--- config.mk ---
export PLATFORM = sky130hd
export DESIGN_NAME = alu_16bit_flat
export DESIGN_NICKNAME = d
export VERILOG_FILES = /design/src/rtl/alu_pkg.sv /design/src/rtl/alu_16bit_if.sv /design/src/rtl/alu_comb.sv /design/src/rtl/alu_16bit.sv /design/src/flat_wrapper.sv
export SDC_FILE = /design/constraint.sdc
export NUM_CORES = 1
export LEC_CHECK = 0
export ABC_CLOCK_PERIOD_IN_PS = 800
export CAP_MARGIN = 20
export CORE_UTILIZATION = 50
export CTS_BUF_LIST = sky130_fd_sc_hd__clkbuf_8
export DETAILED_ROUTE_END_ITERATION = 7
export PLACE_DENSITY_LB_ADDON = 0.25
export SYNTH_ARGS = -nofsm -noshare
export SYNTH_HDL_FRONTEND = slang
export SYNTH_SLANG_ARGS = --single-unit
--- constraint.sdc ---
create_clock -name clk -period 0.8 [get_ports clk]
set_clock_uncertainty 0.05 [all_clocks]
set_input_delay 0.2 -clock clk [delete_from_list [all_inputs] [get_ports clk]]
set_output_delay 0.2 -clock clk [all_outputs]
set_load 0.005 [all_outputs]
--- src/rtl/alu_pkg.sv ---
// Shared opcodes, data width and flag bundle for the 16-bit ALU.
package alu_pkg;
  localparam int DATA_W = 16;

  localparam logic [3:0] ALU_ADD  = 4'b0000;
  localparam logic [3:0] ALU_SUB  = 4'b0001;
  localparam logic [3:0] ALU_MUL  = 4'b0010;
  localparam logic [3:0] ALU_DIV  = 4'b0011;
  localparam logic [3:0] ALU_AND  = 4'b0100;
  localparam logic [3:0] ALU_OR   = 4'b0101;
  localparam logic [3:0] ALU_NAND = 4'b0110;
  localparam logic [3:0] ALU_NOR  = 4'b0111;
  localparam logic [3:0] ALU_XOR  = 4'b1000;
  localparam logic [3:0] ALU_XNOR = 4'b1001;
  localparam logic [3:0] ALU_EQ   = 4'b1010;
  localparam logic [3:0] ALU_GT   = 4'b1011;
  localparam logic [3:0] ALU_LT   = 4'b1100;
  localparam logic [3:0] ALU_SHR  = 4'b1101;
  localparam logic [3:0] ALU_SHL  = 4'b1110;
  localparam logic [3:0] ALU_NOP  = 4'b1111;

  typedef struct packed {
    logic arith;
    logic lgc;
    logic cmp;
    logic shft;
  } flags_t;
endpackage

--- src/rtl/alu_16bit_if.sv ---
// Operand/function/result bundle of the ALU; master drives operands, slave returns results.
interface alu_16bit_if;
  import alu_pkg::*;

  logic [DATA_W-1:0] A;
  logic [DATA_W-1:0] B;
  logic [3:0]        ALU_FUN;
  logic [DATA_W-1:0] ALU_OUT;
  logic              Arith_flag;
  logic              Logic_flag;
  logic              CMP_flag;
  logic              Shift_flag;

  modport master (
    output A, B, ALU_FUN,
    input  ALU_OUT, Arith_flag, Logic_flag, CMP_flag, Shift_flag
  );

  modport slave (
    input  A, B, ALU_FUN,
    output ALU_OUT, Arith_flag, Logic_flag, CMP_flag, Shift_flag
  );
endinterface

--- src/rtl/alu_comb.sv ---
// Combinational result and class-flag decode, zero latency, no backpressure.
// Division is only built when ALU_DIV_EN is defined; otherwise opcode 0011 decodes as NOP.
module alu_comb
  import alu_pkg::*;
(
  input  logic [DATA_W-1:0] i_a,
  input  logic [DATA_W-1:0] i_b,
  input  logic [3:0]        i_fun,
  output logic [DATA_W-1:0] o_result,
  output flags_t            o_flags
);

`ifdef ALU_DIV_EN
  logic [DATA_W-1:0] w_quot;
  // Divide-by-zero yields zero rather than the all-ones a raw divider would give.
  assign w_quot = (i_b == '0) ? '0 : (i_a / i_b);
`endif

  always_comb begin
    o_result = '0;
    o_flags  = '0;
    case (i_fun)
      ALU_ADD:  begin o_result = i_a + i_b;            o_flags.arith = 1'b1; end
      ALU_SUB:  begin o_result = i_a - i_b;            o_flags.arith = 1'b1; end
      ALU_MUL:  begin o_result = i_a * i_b;            o_flags.arith = 1'b1; end
`ifdef ALU_DIV_EN
      ALU_DIV:  begin o_result = w_quot;               o_flags.arith = 1'b1; end
`endif
      ALU_AND:  begin o_result = i_a & i_b;            o_flags.lgc   = 1'b1; end
      ALU_OR:   begin o_result = i_a | i_b;            o_flags.lgc   = 1'b1; end
      ALU_NAND: begin o_result = ~(i_a & i_b);         o_flags.lgc   = 1'b1; end
      ALU_NOR:  begin o_result = ~(i_a | i_b);         o_flags.lgc   = 1'b1; end
      ALU_XOR:  begin o_result = i_a ^ i_b;            o_flags.lgc   = 1'b1; end
      ALU_XNOR: begin o_result = ~(i_a ^ i_b);         o_flags.lgc   = 1'b1; end
      ALU_EQ:   begin o_result = {15'd0, i_a == i_b};  o_flags.cmp   = 1'b1; end
      ALU_GT:   begin o_result = {15'd0, i_a > i_b};   o_flags.cmp   = 1'b1; end
      ALU_LT:   begin o_result = {15'd0, i_a < i_b};   o_flags.cmp   = 1'b1; end
      ALU_SHR:  begin o_result = {1'b0, i_a[15:1]};    o_flags.shft  = 1'b1; end
      ALU_SHL:  begin o_result = {i_a[14:0], 1'b0};    o_flags.shft  = 1'b1; end
      default:  begin o_result = '0;                   o_flags       = '0;   end
    endcase
  end

endmodule

--- src/rtl/alu_16bit.sv ---
// Registered 16-bit ALU: 1-cycle latency, accepts a new op every cycle (no backpressure).
// Optional divider enabled by ALU_DIV_EN; async active-high rst clears result and flags.
module alu_16bit
  import alu_pkg::*;
(
  input  logic        clk,
  input  logic        rst,
  alu_16bit_if.slave  bus
);

  logic [DATA_W-1:0] w_result;
  flags_t            w_flags;
  logic [DATA_W-1:0] r_out;
  flags_t            r_flags;

  alu_comb u_comb (
    .i_a      (bus.A),
    .i_b      (bus.B),
    .i_fun    (bus.ALU_FUN),
    .o_result (w_result),
    .o_flags  (w_flags)
  );

  always_ff @(posedge clk or posedge rst) begin
    if (rst) begin
      r_out   <= '0;
      r_flags <= '0;
    end else begin
      r_out   <= w_result;
      r_flags <= w_flags;
    end
  end

  assign bus.ALU_OUT    = r_out;
  assign bus.Arith_flag = r_flags.arith;
  assign bus.Logic_flag = r_flags.lgc;
  assign bus.CMP_flag   = r_flags.cmp;
  assign bus.Shift_flag = r_flags.shft;

endmodule

--- src/flat_wrapper.sv ---
// flat-port wrapper written by rule: the top's interface ports become plain ports
module alu_16bit_flat import alu_pkg::*;
  (clk, rst, bus_A, bus_B, bus_ALU_FUN, bus_ALU_OUT, bus_Arith_flag, bus_Logic_flag, bus_CMP_flag, bus_Shift_flag);
  alu_16bit_if bus_i ();
  input  logic clk;
  input  logic rst;
  input wire logic [$bits(bus_i.A)-1:0] bus_A;
  input wire logic [$bits(bus_i.B)-1:0] bus_B;
  input wire logic [$bits(bus_i.ALU_FUN)-1:0] bus_ALU_FUN;
  output wire logic [$bits(bus_i.ALU_OUT)-1:0] bus_ALU_OUT;
  output wire logic [$bits(bus_i.Arith_flag)-1:0] bus_Arith_flag;
  output wire logic [$bits(bus_i.Logic_flag)-1:0] bus_Logic_flag;
  output wire logic [$bits(bus_i.CMP_flag)-1:0] bus_CMP_flag;
  output wire logic [$bits(bus_i.Shift_flag)-1:0] bus_Shift_flag;
  assign bus_i.A = bus_A;
  assign bus_i.B = bus_B;
  assign bus_i.ALU_FUN = bus_ALU_FUN;
  assign bus_ALU_OUT = bus_i.ALU_OUT;
  assign bus_Arith_flag = bus_i.Arith_flag;
  assign bus_Logic_flag = bus_i.Logic_flag;
  assign bus_CMP_flag = bus_i.CMP_flag;
  assign bus_Shift_flag = bus_i.Shift_flag;
  alu_16bit u_core (.clk(clk), .rst(rst), .bus(bus_i));
endmodule
==> run summary, run 1 <==
LOGIC SYNTHESIS
------------------------------------------------------------------------------------
Synth Warn # ..........................................................            0
Synthesized instance count ............................................          970
Count of different cell masters after synthesis .......................           67
Cell with the most instances after synthesis ..........................        inv_1
Total nets after synthesis ............................................         1188
Cell types with the largest area share after synthesis ................ fa_1 22%, ha_1 17%, inv_1 8.0%, dfrtp_1 6.7%, nand2_1 5.3%
Number of enable-type register cells in the synthesized netlist .......            0
Biggest area consumer among synthesized cells .........................         fa_1
Share of flip-flops with an asynchronous set or reset after synthesis .       100.0%
Synth cell count leaders .............................................. 159 x inv_1, 105 x nand2_1, 105 x nor2_1
Share of Yosys cell area claimed by the top area cell type ............       21.63%
Synthesized flop and latch total ......................................           20
Post-Synthesis Cell Area .............................................. 0.007496 mm2
Sequential share of the synthesized area ..............................       6.677%
Post-Synthesis Mean Instance Area .....................................    7.728 um2
Most used flip-flop cell after synthesis ..............................      dfrtp_1

DIE
------------------------------------------------------------------------------------
Site row count ........................................................           44
Number of I/O pins ....................................................           58
Die boundary height ...................................................     124.4 um
Core footprint ........................................................  0.01459 mm2
Die W .................................................................     124.4 um
Initial Utilization ...................................................       51.38%
Overall die area ......................................................  0.01549 mm2

STA
------------------------------------------------------------------------------------
Tightest Pin Transition ...............................................    0.8112 ns
Final number of max-transition violations .............................            0
Fmax achieved .........................................................   0.1961 GHz
Hold slack final ......................................................    0.1971 ns
Fraction of the cycle the final worst path needs ......................       637.4%
RSZ-0062 raised after global routing ..................................         true
Final Hold Viols ......................................................            0
Worst relative slew slack .............................................       45.50%
Minimum clock period after layout .....................................     5.100 ns
Final setup margin ....................................................    -4.300 ns
Number of setup violations in the final report ........................           39

SETUP PATH
------------------------------------------------------------------------------------
Worst Setup Start Kind ................................................ primary input
Data arrival at the endpoint of the critical path .....................      5.17 ns
Required @ worst endpoint .............................................      0.87 ns
Crit end category .....................................................         flop
Highest fanout seen on the critical path ..............................            4
Crit path launch ......................................................     bus_B[6]
Worst setup path endpoint ............................................. u_core.bus.ALU_OUT[10]$_DFF_PP0_
Critical setup path kind .............................................. primary input to flop

OUTCOME
------------------------------------------------------------------------------------
Failing checks ........................................................ setup timing
Run status ............................................................ complete, but fails checks

PLACE
------------------------------------------------------------------------------------
Placed cell areas .....................................................  0.01093 mm2
Routability-driven placement congestion ratio .........................        1.013
Count of port buffers added during placement ..........................           57
Cell count after placement ............................................         1459
Placed wire-length estimate after detailed placement ..................     25540 um

ROUTE
------------------------------------------------------------------------------------
DR pass1 iterations ...................................................            7
Drt via density .......................................................        6.104
Antenna-violating nets left ...........................................            0
Total DRC errors in the routed layout .................................            0
Total vias in the final route .........................................         9297
Initial drt markers ...................................................         1236
Average wire per standard cell ........................................     23.99 um
Total wirelength of the detailed-routed design ........................     36540 um

CLOCK TREE
------------------------------------------------------------------------------------
Register clock-pin slew on the reported worst setup and hold paths ....      0.09 ns
Number of buffers added by the clock tree synthesis step ..............            3
Number of clock sinks .................................................           20
H-tree levels .........................................................            1
Hold-fix buffers, CTS .................................................            0
Clock Tree Root .......................................................     clkbuf_8
Clock tree from TritonCTS .............................................         done
Bufs on Longest Clock Path ............................................            2

POWER
------------------------------------------------------------------------------------
P_leak ................................................................  0.005814 uW
IR drop worst, VDD ....................................................      4349 uV
PwrDens ...............................................................  2571 mW/mm2

JOB
------------------------------------------------------------------------------------
Count of max-cap constraint violations ................................            0

FINISH
------------------------------------------------------------------------------------
Final Util ............................................................       84.38%
Fin cells .............................................................         1523
Layout cells sized above 1 ............................................       45.22%
Area delta synth->final ...............................................       64.23%
Cell area after layout ................................................  0.01231 mm2
Final nets ............................................................         1557

GLOBAL ROUTE
------------------------------------------------------------------------------------
Total gr overflow .....................................................            0
Number of antenna violations at the first check in global routing .....            0
Global routing usage summed across all routing layers .................       43.39%
Pin count of the biggest net entering global routing ..................           21
First-pass GRT wire length ............................................     51800 um
Vias in the first global route ........................................         9338

HOLD PATH
------------------------------------------------------------------------------------
Type of the tightest min-delay check .................................. primary input to asynchronous set/reset pin

## cells in the final DEF (no fill, tap or decap), types with 34 or more instances in the layout
master   Yosys  layout
ha_1        99      59
fa_1        81      68
nand2_1    105      84
nor2_1     105      78
ha_4         0      36
buf_6        7      55
inv_1      159     117
a21oi_1     44      34
buf_4        2     282
xnor2_1     35      34
## cells by family (layout without fill, tap and decap cells)
family	after synthesis	after routing	share of synthesized area, %
xor gates and xnor gates	59	59	7.077
AOI/OAI and AO/OA	204	204	18.96
muxes	4	4	0.5342
other	0	1	0
DFF	20	20	6.677
adders and majority gates	180	180	38.16
and+or+nand+nor	294	294	17.11
buffers and inverters	209	577	11.48
## state kept, by name, indices dropped and copies added, names as in the netlist
register               count
u_core.bus.ALU_OUT        16
u_core.bus.CMP_flag        1
u_core.bus.Logic_flag      1
u_core.bus.Shift_flag      1
u_core.bus.Arith_flag      1
## worst min-delay path by stage
| stage | to | slack, ns | cells past startpoint |
|---|---|---|---|
| 6_report | u_core.bus.ALU_OUT[0]$_DFF_PP0_ | 0.20 | 3 |
| 5_1_grt | u_core.bus.Arith_flag$_DFF_PP0_ | 0.22 | 3 |
| 4_1_cts | u_core.bus.ALU_OUT[0]$_DFF_PP0_ | 0.20 | 3 |
| 3_5_place_dp | u_core.bus.Shift_flag$_DFF_PP0_ | 0.49 | 3 |
| 3_3_place_gp | u_core.bus.CMP_flag$_DFF_PP0_ | 0.49 | 3 |
| 2_1_floorplan | u_core.bus.ALU_OUT[0]$_DFF_PP0_ | 0.11 | 1 |
## through the flow
| stage | worst slack [ns] | power [uW] | setup TNS (ns) |
|---|---|---|---|
| after floorplan | -3.839 | 16440 | -43.84 |
| after global routing | -4.356 | 33280 | -57.16 |
| after CTS | -4.164 | 28530 | -54.55 |
| after detailed placement | -4.972 | 24460 | -70.00 |
| after global placement | -4.893 | 23830 | -68.95 |
| final | -4.300 | 31650 | -55.86 |
## worst max-delay path: stages
cell and delay, ns:
buf_4 0.14, inv_4 0.06, buf_6 0.10, buf_6 0.10, nor2_4 0.04, fa_1 0.58
fa_1 0.43, ha_2 0.21, fa_1 0.54, inv_2 0.06, fa_1 0.48, fa_1 0.54
inv_2 0.06, ha_4 0.16, or3_4 0.39, o21a_1 0.22, a21oi_2 0.19, xor2_1 0.10
buf_4 0.16, o211ai_1 0.39
## report_power, final
part	switching, uW	internal [uW]
Clock	389	669
Sequential	80.7	1210
Combinational	15600	13700
## layout make-up
type	instances	area, um2
clock buffer	3	41.29
timing repair buffer	408	3546
clock inverter	1	30.03
fill	829	2278
tap	184	230.2
inverter	165	726.9
sequential	20	500.5
multi-input combinational	741	7233
antenna	1	2.502
## repair_timing
action / in CTS / in global routing
gates resized for setup: 302 / 125
pin swaps: 92 / 88
buffers inserted: 51 / 30
endpoints found under the setup margin: 40 / 39
## layer usage
layer | routed length, um | up-vias | track usage, %
met5 | 0 | - | 0
met4 | 3397 | 0 | 22.82
met3 | 3685 | 253 | 7.345
met2 | 16470 | 729 | 72.28
met1 | 12980 | 4354 | 53.61
li1 | - | 3961 | -
Note: power is estimated with default switching activity, not from simulation.
==> run 2: changes to the inputs <==
--- a/config.mk
+++ b/config.mk
@@ -11,6 +11,8 @@
 export CTS_BUF_LIST = sky130_fd_sc_hd__clkbuf_8
 export DETAILED_ROUTE_END_ITERATION = 7
 export PLACE_DENSITY_LB_ADDON = 0.25
+export RECOVER_POWER = 100
 export SYNTH_ARGS = -nofsm -noshare
 export SYNTH_HDL_FRONTEND = slang
+export SYNTH_HIERARCHICAL = 1
 export SYNTH_SLANG_ARGS = --single-unit
==> run 2 against run 1 <==
Compared with the run above: the run still ends with setup timing left; first-iteration DRC count shrank 22%; combinational power shrank 2%; power shrank 1.8%; worst setup slack gained 0.036 ns; sequential power is essentially flat; worst hold slack gained 0.097 ns; maximum frequency grew 0.71%; highest routed layer unchanged; non-clock buffer count shrank 30; wire length shrank 12%; largest cell class unchanged; clock power is essentially flat.
==> run summary, run 2 <==
PLACE
------------------------------------------------------------------------------------
Count of port buffers added during placement ..........................           57   unchanged
Placed cell areas .....................................................  0.01054 mm2   -3.6%
Placed wire-length estimate after detailed placement ..................     23480 um   -8.1%
Pre-CTS setup slack ...................................................    -5.014 ns   -0.04177 ns
Routability-driven placement congestion ratio .........................       0.9979   -1.5%

CLOCK TREE
------------------------------------------------------------------------------------
Register clock-pin slew on the reported worst setup and hold paths ....      0.08 ns   about the same
Hold-fix buffers, CTS .................................................            0   unchanged
Number of clock sinks .................................................           20   unchanged
Clock Tree Root .......................................................     clkbuf_8
H-tree levels .........................................................            1   unchanged
Bufs on Longest Clock Path ............................................            2   unchanged
Clock tree from TritonCTS .............................................         done
Number of buffers added by the clock tree synthesis step ..............            3   unchanged

DIE
------------------------------------------------------------------------------------
Initial Utilization ...................................................       51.13%   -0.25 points
Site row count ........................................................           44   unchanged
Core footprint ........................................................  0.01453 mm2   -0.38%
Number of I/O pins ....................................................           58   unchanged
Die W .................................................................     123.9 um   -0.43%
Overall die area ......................................................  0.01535 mm2   -0.85%
Die boundary height ...................................................     123.9 um   -0.43%

OUTCOME
------------------------------------------------------------------------------------
Failing checks ........................................................ setup timing
Run status ............................................................ complete, but fails checks

LOGIC SYNTHESIS
------------------------------------------------------------------------------------
Sequential share of the synthesized area ..............................       6.735%   +0.058 points
Compound-Gate Fraction of Synth Area ..................................       18.67%   -0.29 points
Share of synthesized area spent on multiplexers .......................      0.6735%   +0.14 points
Share of flip-flops with an asynchronous set or reset after synthesis .       100.0%   unchanged
Synth cell count leaders .............................................. 157 x inv_1, 120 x nor2_1, 101 x nand2_1
Cell with the most instances after synthesis ..........................        inv_1
Post-Synthesis Mean Instance Area .....................................    7.724 um2   about the same
Simple-gate share of the synthesized area .............................       16.42%   -0.69 points
Synthesized flop and latch total ......................................           20   unchanged
Total nets after synthesis ............................................         1180   -0.67%
Biggest area consumer among synthesized cells .........................         fa_1
Parity-gate share of the synthesized area counting xor and xnor cells .       7.543%   +0.47 points
Number of enable-type register cells in the synthesized netlist .......            0   unchanged
Area share of fa/ha/maj cells after synthesis .........................       38.49%   +0.33 points
Post-Synthesis Cell Area .............................................. 0.007431 mm2   -0.87%
Share of Yosys cell area claimed by the top area cell type ............       21.82%   +0.19 points
Count of different cell masters after synthesis .......................           68   +1.5%
Most used flip-flop cell after synthesis ..............................      dfrtp_1
Largest family of logic cells by synthesized area .....................  adder cells
Synth Warn # ..........................................................            6   +6
Cell types with the largest area share after synthesis ................ fa_1 22%, ha_1 17%, inv_1 7.9%, dfrtp_1 6.7%, nor2_1 6.1%
Synthesized instance count ............................................          962   -0.82%

STA
------------------------------------------------------------------------------------
Total Negative Setup Slacks ...........................................    -54.77 ns   +1.091 ns
Final Hold Viols ......................................................            0   unchanged
Minimum clock period after layout .....................................     5.064 ns   -0.03602 ns
Number of setup violations in the final report ........................           38   -2.6%
Final setup margin ....................................................    -4.264 ns   +0.03602 ns
RSZ-0062 raised after global routing ..................................         true
Tightest Pin Transition ...............................................    0.6232 ns   -0.1880 ns
Fraction of the cycle the final worst path needs ......................       632.9%   -4.5 points
Fmax achieved .........................................................   0.1975 GHz   +0.71%
Final number of max-transition violations .............................            0   unchanged
Worst relative slew slack .............................................       58.30%   +13 points

FINISH
------------------------------------------------------------------------------------
Area delta synth->final ...............................................       57.38%
Area taken by multi-input logic gates ................................. 0.006968 mm2   -3.7%
Register area .........................................................    500.5 um2   unchanged
Cell area after layout ................................................  0.01170 mm2   -5.0%
Most frequent cells in the layout ..................................... 265 x buf_4, 123 x inv_1, 94 x nor2_1
Layout cells sized above 1 ............................................       43.14%   -2.1 points
Commonest non-fill, non-tap cell in the layout ........................        buf_4
Ant diodes ............................................................            0   -1
Flip-flop count of the largest register after layout ..................           16   unchanged
Final nets ............................................................         1517   -2.6%
Layout fillers ........................................................          929   +12%

SETUP PATH
------------------------------------------------------------------------------------
Data arrival at the endpoint of the critical path .....................      5.17 ns   about the same
Crit end category .....................................................         flop
Worst Setup Start Kind ................................................ primary input
Critical setup path kind .............................................. primary input to flop
Required @ worst endpoint .............................................      0.91 ns   +0.04 ns
Highest fanout seen on the critical path ..............................            5   +1

HOLD PATH
------------------------------------------------------------------------------------
Min-Delay Endpoint .................................................... u_core/bus.CMP_flag$_DFF_PP0_
Min-delay src ......................................................... bus_ALU_FUN[1]
Cell depth of the worst hold path .....................................            4
Type of the tightest min-delay check .................................. primary input to flop

GLOBAL ROUTE
------------------------------------------------------------------------------------
Number of antenna violations at the first check in global routing .....            0   unchanged
Global routing usage summed across all routing layers .................       41.36%   -2.0 points
Vias in the first global route ........................................         8884   -4.9%
Pin count of the biggest net entering global routing ..................           21   unchanged
First-pass GRT wire length ............................................     46980 um   -9.3%
Total gr overflow .....................................................            0   unchanged

JOB
------------------------------------------------------------------------------------
Count of max-cap constraint violations ................................            0   unchanged

ROUTE
------------------------------------------------------------------------------------
Average wire per standard cell ........................................     21.79 um   -9.2%
Total DRC errors in the routed layout .................................            0   unchanged
Drt via density .......................................................        6.015   -1.5%
DR pass1 iterations ...................................................            7   unchanged
Total wirelength of the detailed-routed design ........................     32300 um   -12%
Initial drt markers ...................................................          965   -22%
Antenna-violating nets left ...........................................            0   unchanged
Total vias in the final route .........................................         8914   -4.1%

POWER
------------------------------------------------------------------------------------
PwrDens ...............................................................  2658 mW/mm2   +3.4%
IR drop worst, VDD ....................................................      2313 uV   -47%
P_leak ................................................................  0.005660 uW   -2.7%

run 2: cell count changes after synthesis, sizes merged, moves of 5 or more:
cell,before,now
nor2,105,121
nor3,24,16
a221o,1,6
o22ai,12,7
o211ai,11,5
buf,22,10
xnor2,35,46
clkbuf,22,36
xor2,23,18
run 2: cell families (layout without fill, tap and decap cells):
kind of cell	Yosys count	count (layout)
multiplexers	5	5
AND/OR/NAND/NOR	287	288
XOR/XNOR	64	64
AO/OA/AOI/OAI	195	195
buffers and inverters	211	546
adder cells (fa/ha/maj)	180	180
flip-flops	20	20
run 2: cell type report:
class	instances	area share [%]
Tap cell	184	1.969
Timing Repair Buffer	378	27.23
Clock inverter	1	0.2568
Sequential cell	20	4.279
Multi-Input combinational cell	732	59.58
Inverter	164	6.334
Clock buffer	3	0.3531
run 2: worst max-delay path by stage:
stage / from / to / slack (ns) / cells after the start
2_1_floorplan: bus_A[5] / u_core/bus.ALU_OUT[14]$_DFF_PP0_ / -4.05 / 20
3_3_place_gp: bus_A[5] / u_core/bus.ALU_OUT[14]$_DFF_PP0_ / -4.88 / 21
3_5_place_dp: bus_A[5] / u_core/bus.ALU_OUT[14]$_DFF_PP0_ / -5.01 / 19
4_1_cts: bus_A[5] / u_core/bus.ALU_OUT[14]$_DFF_PP0_ / -4.25 / 21
5_1_grt: bus_B[4] / u_core/bus.ALU_OUT[14]$_DFF_PP0_ / -4.35 / 21
6_report: bus_B[4] / u_core/bus.ALU_OUT[14]$_DFF_PP0_ / -4.26 / 21
run 2: metrics by stage:
stage                     total power, uW  hold WS [ns]  instances  utilization [%]
after floorplan                     15950        0.1138        962                -
after global placement              23920        0.4896       1431            72.50
after detailed placement            24570        0.4888       1431            72.50
after CTS                           28720        0.2134       1469            78.97
after global routing                32840        0.3063       1482            80.47
final                               31090        0.2942       1482            80.47
run 2: critical path, stage by stage:
cell,delay (ns)
buf_12,0.11
clkinv_8,0.05
buf_8,0.11
nor2_4,0.05
fa_1,0.56
inv_2,0.05
fa_1,0.55
fa_1,0.43
fa_1,0.52
inv_2,0.04
fa_1,0.50
inv_2,0.05
fa_1,0.51
inv_2,0.06
ha_4,0.28
nand2_4,0.09
nand2_2,0.06
a41o_1,0.27
o41ai_4,0.25
xnor2_1,0.11
a221o_1,0.31
run 2: per-layer routing:
layer,part of all wire (%),GRT usage (%),vias to the layer above
li1,-,-,3845
met1,36,50.50,4210
met2,46,68.30,643
met3,10,7.738,216
met4,7.7,23.51,0
met5,0,0,-
run 2: where the power goes:
group / switching (uW) / total [uW] / internal (uW) / leakage (uW)
combinational: 14600 / 28800 / 14200 / 0.00537
sequential: 80.3 / 1290 / 1210 / 0.000249
clock: 369 / 1040 / 669 / 0.0000357
total: 15000 / 31100 / 16100 / 0.00566
run 2: timing repair:
action / CTS / global route
resized for setup: 348 / 72
gates cloned: 1 / 0
setup buffers: 37 / 16
pin swaps: 99 / 61
setup endpoints to repair: 40 / 39
